===== src/rtl/connect4_pkg.sv =====
// ---------------------------------------------------------------------------
// connect4_pkg
//   Shared types and default dimensions for the Connect-Four board logic.
//   - DEF_ROWS / DEF_COLS / DEF_COL_W : default board geometry
//   - cell_t       : contents of one board cell (2 bits)
//   - drop_state_t : states of the drop controller
//   - cell_idx()   : bit offset of cell (row, col) in the flattened board
// ---------------------------------------------------------------------------
package connect4_pkg;

   localparam int DEF_ROWS  = 6;
   localparam int DEF_COLS  = 7;
   localparam int DEF_COL_W = 3;

   typedef enum logic [1:0] {
      EMPTY  = 2'b00,
      RED    = 2'b01,
      YELLOW = 2'b10
   } cell_t;

   typedef enum logic [1:0] {
      IDLE,
      FALL,
      PLACE
   } drop_state_t;

   // Row 0 is the top row; cells are laid out row-major, two bits each.
   function automatic int cell_idx(input int row, input int col, input int cols);
      return 2 * (row * cols + col);
   endfunction

endpackage


===== src/rtl/colocador_ficha_if.sv =====
// ---------------------------------------------------------------------------
// colocador_ficha_if
//   Bundle between the column-select logic / turn tracker (master) and the
//   drop controller (slave).
//   master -> slave : enable, new_game, col_sel, drop_req, is_red, fall_tick
//   slave -> master : busy, fall_active, fall_row, fall_col, ficha_colocada,
//                     invalid_move, last_row, last_col, board, board_full
// ---------------------------------------------------------------------------
interface colocador_ficha_if #(
   parameter int ROWS  = connect4_pkg::DEF_ROWS,
   parameter int COLS  = connect4_pkg::DEF_COLS,
   parameter int COL_W = connect4_pkg::DEF_COL_W
) ();

   localparam int ROW_W = (ROWS > 1) ? $clog2(ROWS) : 1;

   // Requests and game control
   logic                   enable;
   logic                   new_game;
   logic [COL_W-1:0]       col_sel;
   logic                   drop_req;
   logic                   is_red;
   logic                   fall_tick;

   // Drop status, animation and board view
   logic                   busy;
   logic                   fall_active;
   logic [ROW_W-1:0]       fall_row;
   logic [COL_W-1:0]       fall_col;
   logic                   ficha_colocada;
   logic                   invalid_move;
   logic [ROW_W-1:0]       last_row;
   logic [COL_W-1:0]       last_col;
   logic [ROWS*COLS*2-1:0] board;
   logic                   board_full;

   modport master (
      output enable, new_game, col_sel, drop_req, is_red, fall_tick,
      input  busy, fall_active, fall_row, fall_col, ficha_colocada,
             invalid_move, last_row, last_col, board, board_full
   );

   modport slave (
      input  enable, new_game, col_sel, drop_req, is_red, fall_tick,
      output busy, fall_active, fall_row, fall_col, ficha_colocada,
             invalid_move, last_row, last_col, board, board_full
   );

endinterface


===== src/rtl/alturas_columnas.sv =====
// ---------------------------------------------------------------------------
// alturas_columnas
//   Per-column fill counters for the board.
//   clk, reset    : clock, async active-high reset (all heights 0)
//   clr_i         : synchronous clear of every height (has priority)
//   inc_i         : add one piece to column inc_col_i
//   inc_col_i     : column being incremented
//   sel_col_i     : column being queried
//   sel_height_o  : height of sel_col_i (0 when out of range)
//   col_full_o    : per-column "height == ROWS" flags
//   board_full_o  : registered, every column full; moves with the heights
// ---------------------------------------------------------------------------
module alturas_columnas #(
   parameter int ROWS  = connect4_pkg::DEF_ROWS,
   parameter int COLS  = connect4_pkg::DEF_COLS,
   parameter int COL_W = connect4_pkg::DEF_COL_W,
   parameter int HGT_W = $clog2(ROWS + 1)
) (
   input  logic             clk,
   input  logic             reset,
   input  logic             clr_i,
   input  logic             inc_i,
   input  logic [COL_W-1:0] inc_col_i,
   input  logic [COL_W-1:0] sel_col_i,
   output logic [HGT_W-1:0] sel_height_o,
   output logic [COLS-1:0]  col_full_o,
   output logic             board_full_o
);

   logic [HGT_W-1:0] heights_q [COLS];
   logic [HGT_W-1:0] heights_d [COLS];
   logic             board_full_q;
   logic             board_full_d;

   always_comb begin
      // NOTE: every output of this block gets a value before any branch, so
      // no path leaves a signal unassigned and no latch is inferred.
      board_full_d = 1'b1;
      for (int c = 0; c < COLS; c++) begin
         heights_d[c] = heights_q[c];
         if (clr_i)
            heights_d[c] = '0;
         else if (inc_i && (int'(inc_col_i) == c) && (heights_q[c] != HGT_W'(ROWS)))
            heights_d[c] = heights_q[c] + HGT_W'(1);
         if (heights_d[c] != HGT_W'(ROWS))
            board_full_d = 1'b0;
      end
   end

   always_ff @(posedge clk or posedge reset) begin
      if (reset) begin
         for (int c = 0; c < COLS; c++)
            heights_q[c] <= '0;
         board_full_q <= 1'b0;
      end else begin
         // NOTE: state is updated with non-blocking assignments so every
         // register samples the values from before this edge.
         for (int c = 0; c < COLS; c++)
            heights_q[c] <= heights_d[c];
         board_full_q <= board_full_d;
      end
   end

   // Column lookup by comparison: an out-of-range select simply reads 0.
   always_comb begin
      sel_height_o = '0;
      for (int c = 0; c < COLS; c++) begin
         col_full_o[c] = (heights_q[c] == HGT_W'(ROWS));
         if (int'(sel_col_i) == c)
            sel_height_o = heights_q[c];
      end
   end

   assign board_full_o = board_full_q;

endmodule


===== src/rtl/colocador_ficha.sv =====
// ---------------------------------------------------------------------------
// colocador_ficha
//   Connect-Four drop controller. Validates a column request, animates the
//   piece falling one row per fall_tick, writes it into the board and pulses
//   ficha_colocada. Full or out-of-range columns pulse invalid_move instead.
//   clk, reset : clock, async active-high reset
//   bus        : colocador_ficha_if.slave
//                in : enable, new_game, col_sel, drop_req, is_red, fall_tick
//                out: busy, fall_active, fall_row, fall_col, ficha_colocada,
//                     invalid_move, last_row, last_col, board, board_full
// ---------------------------------------------------------------------------
module colocador_ficha #(
   parameter int ROWS  = connect4_pkg::DEF_ROWS,
   parameter int COLS  = connect4_pkg::DEF_COLS,
   parameter int COL_W = connect4_pkg::DEF_COL_W
) (
   input  logic             clk,
   input  logic             reset,
   colocador_ficha_if.slave bus
);

   import connect4_pkg::*;

   localparam int ROW_W = (ROWS > 1) ? $clog2(ROWS) : 1;
   localparam int HGT_W = $clog2(ROWS + 1);

   drop_state_t            state_q;
   cell_t                  colour_q;
   logic [ROW_W-1:0]       fall_row_q;
   logic [ROW_W-1:0]       target_q;
   logic [COL_W-1:0]       fall_col_q;
   logic [ROW_W-1:0]       last_row_q;
   logic [COL_W-1:0]       last_col_q;
   logic                   busy_q;
   logic                   fall_active_q;
   logic                   ficha_q;
   logic                   invalid_q;
   logic [ROWS*COLS*2-1:0] board_q;

   logic [HGT_W-1:0]       sel_height;
   logic [COLS-1:0]        col_full;
   logic                   board_full;
   logic                   col_in_range;
   logic                   sel_full;
   logic                   accept;
   logic                   reject;
   logic                   place_now;
   logic [ROW_W-1:0]       target_d;

   // Heights only move on the PLACE edge, so the query for col_sel is stable
   // whenever a request is evaluated in IDLE.
   alturas_columnas #(
      .ROWS  (ROWS),
      .COLS  (COLS),
      .COL_W (COL_W),
      .HGT_W (HGT_W)
   ) u_alturas (
      .clk          (clk),
      .reset        (reset),
      .clr_i        (bus.new_game),
      .inc_i        (place_now),
      .inc_col_i    (fall_col_q),
      .sel_col_i    (bus.col_sel),
      .sel_height_o (sel_height),
      .col_full_o   (col_full),
      .board_full_o (board_full)
   );

   // Request classification; only acted upon while IDLE.
   always_comb begin
      col_in_range = (int'(bus.col_sel) < COLS);
      sel_full     = 1'b0;
      for (int c = 0; c < COLS; c++)
         if (int'(bus.col_sel) == c)
            sel_full = col_full[c];
      accept   = bus.enable && bus.drop_req && col_in_range && !sel_full;
      reject   = bus.enable && bus.drop_req && !(col_in_range && !sel_full);
      // Landing row: pieces stack upward from row ROWS-1.
      target_d = ROW_W'(ROWS - 1 - int'(sel_height));
   end

   // A new_game on the PLACE edge aborts the drop, so no height is counted.
   assign place_now = (state_q == PLACE) && !bus.new_game;

   always_ff @(posedge clk or posedge reset) begin
      if (reset) begin
         state_q       <= IDLE;
         colour_q      <= EMPTY;
         fall_row_q    <= '0;
         target_q      <= '0;
         fall_col_q    <= '0;
         last_row_q    <= '0;
         last_col_q    <= '0;
         busy_q        <= 1'b0;
         fall_active_q <= 1'b0;
         ficha_q       <= 1'b0;
         invalid_q     <= 1'b0;
         // NOTE: the board is game state that must read EMPTY after reset,
         // so it is built from resettable flops rather than a RAM.
         board_q       <= '0;
      end else begin
         ficha_q   <= 1'b0;
         invalid_q <= 1'b0;
         if (bus.new_game) begin
            state_q       <= IDLE;
            fall_row_q    <= '0;
            fall_col_q    <= '0;
            last_row_q    <= '0;
            last_col_q    <= '0;
            busy_q        <= 1'b0;
            fall_active_q <= 1'b0;
            board_q       <= '0;
         end else begin
            case (state_q)
               IDLE: begin
                  if (accept) begin
                     colour_q      <= bus.is_red ? RED : YELLOW;
                     fall_col_q    <= bus.col_sel;
                     fall_row_q    <= '0;
                     target_q      <= target_d;
                     busy_q        <= 1'b1;
                     fall_active_q <= 1'b1;
                     state_q       <= FALL;
                  end else if (reject) begin
                     invalid_q <= 1'b1;
                  end
               end
               FALL: begin
                  // Reaching the target ends the animation without a tick.
                  if (fall_row_q == target_q) begin
                     fall_active_q <= 1'b0;
                     state_q       <= PLACE;
                  end else if (bus.fall_tick) begin
                     fall_row_q <= fall_row_q + ROW_W'(1);
                  end
               end
               PLACE: begin
                  board_q[cell_idx(int'(target_q), int'(fall_col_q), COLS) +: 2] <= colour_q;
                  last_row_q <= target_q;
                  last_col_q <= fall_col_q;
                  ficha_q    <= 1'b1;
                  busy_q     <= 1'b0;
                  state_q    <= IDLE;
               end
               default: begin
                  state_q       <= IDLE;
                  busy_q        <= 1'b0;
                  fall_active_q <= 1'b0;
               end
            endcase
         end
      end
   end

   assign bus.busy           = busy_q;
   assign bus.fall_active    = fall_active_q;
   assign bus.fall_row       = fall_row_q;
   assign bus.fall_col       = fall_col_q;
   assign bus.ficha_colocada = ficha_q;
   assign bus.invalid_move   = invalid_q;
   assign bus.last_row       = last_row_q;
   assign bus.last_col       = last_col_q;
   assign bus.board          = board_q;
   assign bus.board_full     = board_full;

endmodule


===== src/flat_wrapper.sv =====
// flat-port wrapper written by rule: the top's interface ports become plain ports
module colocador_ficha_flat import connect4_pkg::*;
#(
   parameter int ROWS  = connect4_pkg::DEF_ROWS,
   parameter int COLS  = connect4_pkg::DEF_COLS,
   parameter int COL_W = connect4_pkg::DEF_COL_W
)
  (clk, reset, bus_enable, bus_new_game, bus_col_sel, bus_drop_req, bus_is_red, bus_fall_tick, bus_busy, bus_fall_active, bus_fall_row, bus_fall_col, bus_ficha_colocada, bus_invalid_move, bus_last_row, bus_last_col, bus_board, bus_board_full);
  colocador_ficha_if #(.ROWS(ROWS), .COLS(COLS), .COL_W(COL_W)) bus_i ();
  input  logic clk;
  input  logic reset;
  input wire logic [$bits(bus_i.enable)-1:0] bus_enable;
  input wire logic [$bits(bus_i.new_game)-1:0] bus_new_game;
  input wire logic [$bits(bus_i.col_sel)-1:0] bus_col_sel;
  input wire logic [$bits(bus_i.drop_req)-1:0] bus_drop_req;
  input wire logic [$bits(bus_i.is_red)-1:0] bus_is_red;
  input wire logic [$bits(bus_i.fall_tick)-1:0] bus_fall_tick;
  output wire logic [$bits(bus_i.busy)-1:0] bus_busy;
  output wire logic [$bits(bus_i.fall_active)-1:0] bus_fall_active;
  output wire logic [$bits(bus_i.fall_row)-1:0] bus_fall_row;
  output wire logic [$bits(bus_i.fall_col)-1:0] bus_fall_col;
  output wire logic [$bits(bus_i.ficha_colocada)-1:0] bus_ficha_colocada;
  output wire logic [$bits(bus_i.invalid_move)-1:0] bus_invalid_move;
  output wire logic [$bits(bus_i.last_row)-1:0] bus_last_row;
  output wire logic [$bits(bus_i.last_col)-1:0] bus_last_col;
  output wire logic [$bits(bus_i.board)-1:0] bus_board;
  output wire logic [$bits(bus_i.board_full)-1:0] bus_board_full;
  assign bus_i.enable = bus_enable;
  assign bus_i.new_game = bus_new_game;
  assign bus_i.col_sel = bus_col_sel;
  assign bus_i.drop_req = bus_drop_req;
  assign bus_i.is_red = bus_is_red;
  assign bus_i.fall_tick = bus_fall_tick;
  assign bus_busy = bus_i.busy;
  assign bus_fall_active = bus_i.fall_active;
  assign bus_fall_row = bus_i.fall_row;
  assign bus_fall_col = bus_i.fall_col;
  assign bus_ficha_colocada = bus_i.ficha_colocada;
  assign bus_invalid_move = bus_i.invalid_move;
  assign bus_last_row = bus_i.last_row;
  assign bus_last_col = bus_i.last_col;
  assign bus_board = bus_i.board;
  assign bus_board_full = bus_i.board_full;
  colocador_ficha #(.ROWS(ROWS), .COLS(COLS), .COL_W(COL_W)) u_core (.clk(clk), .reset(reset), .bus(bus_i));
endmodule

===== config.mk =====
export PLATFORM = sky130hd
export DESIGN_NAME = colocador_ficha_flat
export DESIGN_NICKNAME = d
export VERILOG_FILES = /design/src/rtl/connect4_pkg.sv /design/src/rtl/colocador_ficha_if.sv /design/src/rtl/alturas_columnas.sv /design/src/rtl/colocador_ficha.sv /design/src/flat_wrapper.sv
export SDC_FILE = /design/constraint.sdc
export NUM_CORES = 1
export LEC_CHECK = 0
export CORE_MARGIN = 4
export CORE_UTILIZATION = 50
export CTS_CLUSTER_DIAMETER = 40
export CTS_CLUSTER_SIZE = 24
export DETAILED_ROUTE_END_ITERATION = 10
export GPL_TIMING_DRIVEN = 1
export PLACE_DENSITY = 0.74
export RECOVER_POWER = 25
export SYNTH_ARGS = -nofsm -noshare
export SYNTH_HDL_FRONTEND = slang
export SYNTH_SLANG_ARGS = --single-unit

===== constraint.sdc =====
create_clock -name clk -period 4.3 [get_ports clk]
set_input_delay 1.075 -clock clk [delete_from_list [all_inputs] [get_ports clk]]
set_output_delay 1.075 -clock clk [all_outputs]
set_load 0.01 [all_outputs]

# [Yosys cells after proc, flatten, opt, wreduce, memory -nomap -nowiden]
# Cells that the tools add are included.
[op_classes] n_addsub=11 mul=1 magnitude_cmp=1 n_eq_ne=42 shift=2 n_mux=67 bitwise=1 n_reduce_logical=36
[op_table] operator="84-bit two-way mux" n=2
[op_table] operator="3-bit two-way mux" n=32
[op_table] operator="84-bit bitwise mux" n=1
[op_table] operator="2-bit by 33-bit variable shift with 84-bit output (first input constant)" n=1
[op_table] operator="2-bit by 33-bit variable part select with 84-bit output" n=1
[op_table] operator="3-bit inequality test (second input constant)" n=16
[op_table] operator="3-bit == test (second input constant)" n=15
[op_table] operator="32-bit negation with 33-bit output" n=1
[op_table] operator="31-bit by 4-bit adder with 31-bit output" n=1
[op_table] operator="3-bit by 1-bit adder with 3-bit output (second input constant)" n=8
[op_table] operator="1-bit two-way mux" n=24
[op_table] operator="1-bit logical AND" n=20
[op_table] operator="3-bit by 2-bit == test with 1-bit output (second input constant)" n=4
[op_table] operator="2-bit two-way mux" n=4
[op_table] operator="3-bit logical NOT" n=2
[op_table] operator="3-bit by 3-bit multiplier with 6-bit output (second input constant)" n=1
[op_table] operator="3-bit by 2-bit inequality test with 1-bit output (second input constant)" n=2
[op_table] operator="3-bit case mux with 2 select lines" n=1
[op_table] operator="2-bit AND reduction" n=3
[op_table] operator="3-bit AND reduction" n=2
[op_table] operator="2-bit nonzero test" n=3
[op_table] operator="2-bit inequality test (second input constant)" n=2
[op_table] operator="2-bit case mux with 2 select lines" n=1
[op_table] operator="4-bit AND reduction" n=1
[op_table] operator="other kinds (11)" n=13
[word_totals] reg_bits=129 inputBits=10 word_cells=181

# [Longest topological paths before layout]
# Gate-level depths: netlist (run 1).
[logic_depth] depth_word=16 ltp_mapped=15 ltp_nobuf=14

# [Cells and area by module]
# Synthesis (run 1) repeated with hierarchy kept, for this count alone.
[hier_totals] cells_unflattened=715 area_unflattened_um2=7091.8
[by_module_without_submodules] module="colocador_ficha" instances=1 cells_per_inst=529 area_per_inst_um2=5417.7
[by_module_without_submodules] module="alturas_columnas" instances=1 cells_per_inst=186 area_per_inst_um2=1674.1

# [Least setup slack after synthesis (run 1)]
# Ideal clock, no wire load.
[synth_path] kind="register -> register" startpoint="register u_core.target_q[0]" endpoint="register u_core.board_q[16], in the netlist u_core.bus.board[16]" t_arrival_ns=4.099 required_time_ns=4.175 slack_ns=0.076 stages_incl_launch_ff=16 n_path_buf=1 path_cell_list="dfrtp_1 -> fa_1 -> ha_1 -> inv_1 -> fa_1 -> xnor2_1 -> nor3_1 -> o211ai_1 -> o22ai_1 -> ha_1 -> or3_1 -> or3_1 -> o31a_1 -> clkbuf_1 -> nor3_1 -> mux2_2"
[synth_via] elab_chain_len=7
[synth_lines] element="start, declared" line="colocador_ficha.sv:30" rtl="logic [ROW_W-1:0] target_q;"
[synth_lines] element="start signal, assigned" line="colocador_ficha.sv:120" rtl="target_q <= target_d;"
[synth_lines] element="3-bit by 3-bit multiplier with 6-bit output *" line="connect4_pkg.sv:29" rtl="return 2 * (row * cols + col);"
[synth_lines] element="31-bit by 4-bit adder with 31-bit output *" line="connect4_pkg.sv:29"
[synth_lines] element="32-bit negation with 33-bit output *" line="colocador_ficha.sv:138" rtl="board_q[cell_idx(int'(target_q), int'(fall_col_q), COLS) +: 2] <= colour_q;"
[synth_lines] element="2-bit by 33-bit variable part select with 84-bit output or 2-bit by 33-bit variable shift with 84-bit output (tied branches)" line="colocador_ficha.sv:138"
[synth_lines] element="84-bit bitwise mux *" line="colocador_ficha.sv:138"
[synth_lines] element="84-bit two-way mux *" line="colocador_ficha.sv:114" rtl="case (state_q)"
[synth_lines] element="84-bit two-way mux *" line="colocador_ficha.sv:104" rtl="if (bus.new_game) begin"
[synth_lines] element="end signal, assigned by index" line="colocador_ficha.sv:138"
[synth_lines] element="end, declared" line="colocador_ficha.sv:38" rtl="logic [ROWS*COLS*2-1:0] board_q;"
# Every way passes the cells marked *; elsewhere a longest branch is shown, timed or not. The select of a mux whose other input is x is not followed.
# A chain may end at the register's enable or synchronous reset.

# [Worst setup path in the final report (run 1)]
[layout_path] startpoint="register u_core.target_q[0]" endpoint="register u_core.board_q[18], in the netlist u_core.bus.board[18]"
# Same word-level chain as after synthesis.

==> results of run 1 <==
==> layout make-up <==
cell class | count | share of cell area [%]
clock buffers | 19 | 4.659
clock inverters | 13 | 1.892
inverters | 85 | 3.320
multi-input cells | 520 | 39.69
flip-flops and latches | 129 | 33.20
well taps | 184 | 2.368
repair buffers | 156 | 14.86
==> worst register-to-register path, delay by kind of cell, from the launching register on <==
kind / cells / cell delay (ns)
adder cells (fa/ha/maj): 3 / 1.34
buffers and inverters: 3 / 0.48
AND/OR/NAND/NOR: 3 / 0.92
AO/OA/AOI/OAI: 4 / 0.85
flip-flops: 1 / 0.39
==> metrics by stage <==
step	util (%)	hold WS, ns	power, W	setup slack (ns)	std cells
floorplan	-	0.5366	0.002237	0.07592	780
global placement	61.54	0.5007	0.002764	0.09936	1074
detailed placement	61.54	0.5035	0.002788	0.04468	1074
CTS	65.89	0.5206	0.004327	0.03526	1106
global route	66.39	0.5427	0.004596	0.0005240	1106
finish	66.39	0.5212	0.004413	0.1801	1106
==> metal layers <==
metal / vias to the layer above / GRT usage (%) / wire [um]
met2: 338 / 42.48 / 10820
met3: 43 / 6.626 / 1720
met5: - / 0 / 0
met1: 3317 / 36.46 / 9474
met4: 0 / 9.014 / 464
li1: 3053 / - / -
==> what timing repair did <==
action,CTS,global route
endpoints found under the setup margin,0,79
resized for setup,0,17
setup buffers,0,0
==> power groups by stage <==
stage	Combinational (W)	Sequential (W)	Clock [W]
final	0.00162	0.00125	0.00154
after global routing	0.00173	0.00125	0.00161
after CTS	0.00152	0.00125	0.00156
after detailed placement	0.00152	0.00127	0
after global placement	0.00150	0.00127	0
after floorplan	0.000965	0.00127	0
==> kinds of logic after synthesis <==
| group | share of synthesized area, % |
|---|---|
| AOI/OAI and AO/OA | 13.66 |
| xor gates and xnor gates | 3.486 |
| adders and majority gates | 5.212 |
| buffers and inverters | 7.087 |
| DFF | 42.82 |
| muxes | 6.324 |
| and+or+nand+nor | 21.41 |
==> state kept, by name, indices dropped and copies added (netlist names), 3 cells and up <==
signal and cells:
u_core.bus.board 84, u_core.bus.fall_col 3, u_core.u_alturas.heights_q 21, u_core.bus.fall_row 3
u_core.bus.last_col 3, u_core.target_q 3, u_core.bus.last_row 3
==> worst max-delay path by stage <==
stage	endpoint	slack (ns)	cells past startpoint
after CTS	u_core.bus.board[82]$_DFFE_PP0P_	0.04	11
after detailed placement	u_core.bus.board[82]$_DFFE_PP0P_	0.04	11
after global placement	u_core.bus.board[83]$_DFFE_PP0P_	0.1	11
after floorplan	u_core.bus.board[16]$_DFFE_PP0P_	0.08	15
final	u_core.bus.board[18]$_DFFE_PP0P_	0.18	13
after global routing	u_core.bus.board[43]$_DFFE_PP0P_	0.0005	13
==> placed cells by master (no fill, tap or decap), drive strengths merged, types with 4 or more instances in the layout <==
| master | instances |
|---|---|
| fa | 4 |
| nand2b | 10 |
| clkdlybuf4s50 | 108 |
| clkinv | 5 |
| dfrtp | 129 |
| ha | 25 |
| or3 | 8 |
| clkinvlp | 4 |
| nor4 | 23 |
| inv | 85 |
| o2111ai | 5 |
| nand2 | 84 |
| o21ai | 8 |
| mux4 | 4 |
| buf | 44 |
| mux2i | 27 |
| o32ai | 59 |
| clkbuf | 22 |
| o22ai | 7 |
| xor2 | 6 |
| nor2 | 60 |
| or2 | 6 |
| nand4 | 13 |
| xnor2 | 21 |
| nand3 | 28 |
| a21oi | 24 |
| nor3 | 24 |
| mux2 | 10 |
| and3 | 8 |
| nor4b | 4 |
| o41ai | 4 |
| or4 | 4 |
| bufinv | 4 |
| nor2b | 10 |
==> results.sh, run 1 <==
export IMPL_rsz0062_at_grt="no"
export IMPL_syn_cell_area_um2=7538
export IMPL_path_buf_inv=3
export IMPL_fin_setup_tns_ns=0
export IMPL_cts_sinks=129
export IMPL_pwr_share_comb_pct=36.8
export IMPL_worst_pin_slew_ns=1.691
export IMPL_initial_core_util_pct=51.48
export IMPL_swShare_pct=37.90
export IMPL_hold_buffers=0
export IMPL_required_ns=4.56
export IMPL_critPathMaxStageDelay_ns=0.61
export IMPL_yosysMostFrequentCell="dfrtp_1"
export IMPL_slowest_stage="fa_2"
export IMPL_final_net_count=948
export IMPL_viasPerCell=6.104
export IMPL_violations="capacitance limit, slew limit"
export IMPL_overflow=0
export IMPL_rrSetupSlack_ns=0.18
export IMPL_timing_final_crit_period_ns=4.120
export IMPL_hold_viol=0
export IMPL_ant_nets=0
export IMPL_antenna_found_initial=0
export IMPL_yosysWarnings=0
export IMPL_ys_seq_elements=129
export IMPL_clockPowerShare_pct=34.9
export IMPL_fp_dieH_um=130.8
export IMPL_crit_family="adder cells"
export IMPL_power_switching_w=0.001673
export IMPL_ys_top_cells_by_count="129 x dfrtp_1, 85 x inv_1, 84 x nand2_1"
export IMPL_p_per_area_nw_per_um2=454.0
export IMPL_setup_worst_path_start_class="register"
export IMPL_hpwl_um=16070
export IMPL_fp_row_count=44
export IMPL_r2r_start="u_core.target_q[0]$_DFFE_PP0P_"
export IMPL_relSlewSlack_pct=-12.75
export IMPL_synth_edf_count=0
export IMPL_post_route_period_util_pct=95.81
export IMPL_grt_first_pass_wirelength_um=35740
export IMPL_synth_fp_nets=819
export IMPL_ys_async_sr_fraction_pct=100.0
export IMPL_crit_path_start="u_core.target_q[0]$_DFFE_PP0P_"
export IMPL_r2r_cells=13
export IMPL_path_cells="fa_1, ha_1, inv_1, fa_2, buf_4, o21ai_0, nor2_1, nor2_1, a31o_2, o32a_4, buf_4, nor4_1, o32ai_1"
export IMPL_ys_seq_area_share_pct=42.82
export IMPL_r2r_end="u_core.bus.board[18]$_DFFE_PP0P_"
export IMPL_multi_input_area_um2=3859
export IMPL_tritoncts="built"
export IMPL_crit_arrival_ns=4.38
export IMPL_drc_errors=0
export IMPL_holdPathEnd="u_core.bus.board[24]$_DFFE_PP0P_"
export IMPL_drive_gt1_share_pct=15.18
export IMPL_insertion_delay_ns=0.42
export IMPL_syn_area_per_cell_um2=9.665
export IMPL_maxCapViolCount=2
export IMPL_core_um2=14640
export IMPL_place_area_um2=9012
export IMPL_place_gp_congestion=0.9140
export IMPL_dr_total_vias=6751
export IMPL_hold_path_startpoint="u_core.bus.board[24]$_DFFE_PP0P_"
export IMPL_pwr_share_seq_pct=28.3
export IMPL_skew_ns=0.008061
export IMPL_totalWireLength_um=22480
export IMPL_grt_pass1_vias=6779
export IMPL_fp_dieW_um=130.8
export IMPL_syn_to_final_growth_pct=28.96
export IMPL_pin_count=111
export IMPL_dr_pass1_iters=5
export IMPL_die_area_um2=17110
export IMPL_synth_top_area_share_pct=42.82
export IMPL_hold_depth=1
export IMPL_synth_area_leaders="dfrtp_1 43%, o32ai_1 6.9%, inv_1 4.2%"
export IMPL_ys_types=70
export IMPL_grt_max_degree=94
export IMPL_fin_area_um2=9722
export IMPL_slew_viol_final=131
export IMPL_fmax_mhz=242.7
export IMPL_critPathKind="register to register"
export IMPL_root_buffer="clkbuf_16"
export IMPL_n_antenna_cell=0
export IMPL_endpoint_kind="register"
export IMPL_synth_cells=780
export IMPL_nFillCells=1143
export IMPL_drt_iter0_drc=567
export IMPL_synthFlopType="dfrtp_1"
export IMPL_seq_area_um2=3228
export IMPL_leakage_nw=3.761
export IMPL_clk_pin_slew_ns=0.06
export IMPL_finalSetupViolations=0
export IMPL_htree_num_levels=4
export IMPL_ir_drop_mv=0.3220
export IMPL_holdCritPathClass="register to register"
export IMPL_cts_path_max_buffers=2
export IMPL_synth_top_area_cell="dfrtp_1"
export IMPL_port_buffers=110
export IMPL_status="finished with violations"
export IMPL_intPower_w=0.002740
export IMPL_wire_per_inst_um=20.32
export IMPL_grt_use_total_pct=26.87
export IMPL_path_max_fanout=14
export IMPL_cts_made_buffers=17
(Power assumes the default switching activity.)
==> run 2: changes to the inputs <==
--- a/config.mk
+++ b/config.mk
@@ -5,6 +5,7 @@
 export SDC_FILE = /design/constraint.sdc
 export NUM_CORES = 1
 export LEC_CHECK = 0
+export CORE_ASPECT_RATIO = 0.5
 export CORE_MARGIN = 4
 export CORE_UTILIZATION = 50
 export CTS_CLUSTER_DIAMETER = 40
==> constraint.sdc (replaced) <==
create_clock -name clk -period 4.3 [get_ports clk]
set_input_delay 0.86 -clock clk [delete_from_list [all_inputs] [get_ports clk]]
set_output_delay 0.86 -clock clk [all_outputs]
set_load 0.01 [all_outputs]
==> run 2 against run 1 <==
Effect of this change: the flow still finishes with violations (capacitance limit, slew limit); first-iteration DRC count increased by 27%; critical endpoint is now u_core.bus.board[54]$_DFFE_PP0P_; clock skew rose by 0.0040 ns; worst setup slack got worse by 0.11 ns; hold slack got worse by 0.0095 ns; critical path depth is 2 lower; flip-flop and latch count stayed put; clock power fell by 4%; sequential share of layout area is 0.22 points higher; routed wire length decreased by 1.8%; via count is 0.12% higher.
==> results.sh, run 2 (same netlist as run 1, synthesis figures left out) <==
export IMPL_dr_total_vias=6759
export IMPL_route_met3_wl_um=1726
export IMPL_dp_cells=1089
export IMPL_leakage_nw=3.740
export IMPL_ir_drop_mv=0.2830
export IMPL_timing_final_crit_period_ns=4.230
export IMPL_tritoncts="built"
export IMPL_viasPerCell=6.024
export IMPL_slew_viol_final=85
export IMPL_worst_pin_slew_ns=1.784
export IMPL_violations="capacitance limit, slew limit"
export IMPL_final_common_cell="dfrtp_1"
export IMPL_fp_row_count=31
export IMPL_maxCapViolCount=2
export IMPL_nFillCells=1139
export IMPL_hold_depth=1
export IMPL_crit_path_start="u_core.target_q[0]$_DFFE_PP0P_"
export IMPL_post_route_period_util_pct=98.38
export IMPL_endpoint_kind="register"
export IMPL_final_net_count=950
export IMPL_relSlewSlack_pct=-18.95
export IMPL_skew_ns=0.01209
export IMPL_final_cell_mix="129 x dfrtp_1, 108 x clkdlybuf4s50_1, 84 x inv_1, 84 x nand2_1, 60 x nor2_1"
export IMPL_crit_path_end="u_core.bus.board[54]$_DFFE_PP0P_"
export IMPL_finalSetupViolations=0
export IMPL_hpwl_um=15790
export IMPL_r2r_cells=11
export IMPL_drc_errors=0
export IMPL_root_buffer="clkbuf_16"
export IMPL_n_antenna_cell=0
export IMPL_wire_per_inst_um=19.67
export IMPL_initial_core_util_pct=51.55
export IMPL_rsz0062_at_grt="yes"
export IMPL_clk_pin_slew_ns=0.06
export IMPL_fp_dieW_um=181.7
export IMPL_drive_gt1_share_pct=14.29
export IMPL_rrSetupSlack_ns=0.07
export IMPL_die_area_um2=17230
export IMPL_largest_reg_flops=84
export IMPL_drt_iter0_drc=722
export IMPL_grt_use_total_pct=26.15
export IMPL_fp_dieH_um=94.83
export IMPL_totalWireLength_um=22070
export IMPL_pin_count=111
export IMPL_grt_max_degree=84
export IMPL_fmax_mhz=236.4
export IMPL_routed_top_layer="met4"
export IMPL_p_per_area_nw_per_um2=442.5
export IMPL_critPathKind="register to register"
export IMPL_dr_pass1_iters=8
export IMPL_core_um2=14620
export IMPL_hold_viol=0
export IMPL_r2r_end="u_core.bus.board[54]$_DFFE_PP0P_"
export IMPL_cts_path_max_buffers=2
export IMPL_pre_cts_ws_ns=0.08005
export IMPL_syn_to_final_growth_pct=28.13
export IMPL_htree_num_levels=4
export IMPL_wl_met2_um=10190
export IMPL_final_cells=1122
export IMPL_holdCritPathClass="register to register"
export IMPL_antenna_found_initial=0
export IMPL_r2r_start="u_core.target_q[0]$_DFFE_PP0P_"
export IMPL_insertion_delay_ns=0.43
export IMPL_grt_pass1_vias=6672
export IMPL_crit_arrival_ns=4.52
export IMPL_required_ns=4.59
export IMPL_setup_worst_path_start_class="register"
export IMPL_cts_made_buffers=17
export IMPL_place_gp_congestion=0.9311
export IMPL_overflow=0
export IMPL_postLayoutSetupSlackWorst_ns=0.06970
export IMPL_ant_nets=0
export IMPL_cts_sinks=129
export IMPL_drt_met1_wl_um=9738
export IMPL_path_max_fanout=9
export IMPL_grt_first_pass_wirelength_um=35780
export IMPL_port_buffers=110
export IMPL_status="finished with violations"
export IMPL_hold_buffers=0
run 2: how the worst min path moves through the flow:
stage	start	end	slack, ns
6_report	u_core.bus.board[24]$_DFFE_PP0P_	u_core.bus.board[24]$_DFFE_PP0P_	0.51
5_1_grt	u_core.bus.board[24]$_DFFE_PP0P_	u_core.bus.board[24]$_DFFE_PP0P_	0.54
4_1_cts	u_core.bus.board[24]$_DFFE_PP0P_	u_core.bus.board[24]$_DFFE_PP0P_	0.52
3_5_place_dp	u_core.bus.board[24]$_DFFE_PP0P_	u_core.bus.board[24]$_DFFE_PP0P_	0.51
3_3_place_gp	u_core.bus.board[24]$_DFFE_PP0P_	u_core.bus.board[24]$_DFFE_PP0P_	0.50
2_1_floorplan	u_core.bus.board[24]$_DFFE_PP0P_	u_core.bus.board[24]$_DFFE_PP0P_	0.54
run 2: final cells by class:
cell class                 instances  area [um2]  area share, %
tap                              198       247.7          2.565
timing repair buffer             158        1443          14.94
sequential                       129        3228          33.42
clock inverter                    11       127.6          1.321
inverter                          85       320.3          3.316
multi-input combinational        520        3822          39.57
clock buffer                      21       470.5          4.870
run 2: stage by stage:
step / cell area, um2 / total power, W / util [%] / setup TNS [ns] / hold slack [ns]
3_5_place_dp: 9040 / 0.002717 / 61.82 / 0 / 0.5056
2_1_floorplan: 7542 / 0.002237 / - / 0 / 0.5366
6_report: 9659 / 0.004274 / 66.06 / 0 / 0.5116
3_3_place_gp: 9040 / 0.002695 / 61.82 / 0 / 0.5029
5_1_grt: 9659 / 0.004431 / 66.06 / -0.1137 / 0.5394
4_1_cts: 9638 / 0.004190 / 65.91 / 0 / 0.5197
run 2: layer usage:
metal	GRT usage [%]	vias up
li1	-	3060
met1	35.59	3340
met2	42.72	313
met3	5.964	46
met4	6.991	0
met5	0	-
run 2: where the power goes:
group          internal (W)  switching (W)
clock              0.000904       0.000579
sequential          0.00123      0.0000210
combinational      0.000490        0.00105
run 2: worst max-delay path: stages, from the launching register on:
cell	delay [ns]
dfrtp_1	0.40
fa_1	0.54
ha_1	0.18
inv_1	0.06
fa_2	0.66
nor4b_2	0.08
o211ai_1	0.20
o22ai_1	0.12
ha_1	0.24
o32ai_1	0.70
nand3_1	0.45
o32ai_1	0.45
run 2: what timing repair did:
item | 4_1_cts | 5_1_grt
gates resized for setup | 0 | 9
endpoints found under the setup margin | 0 | 69
setup buffers | 0 | 1
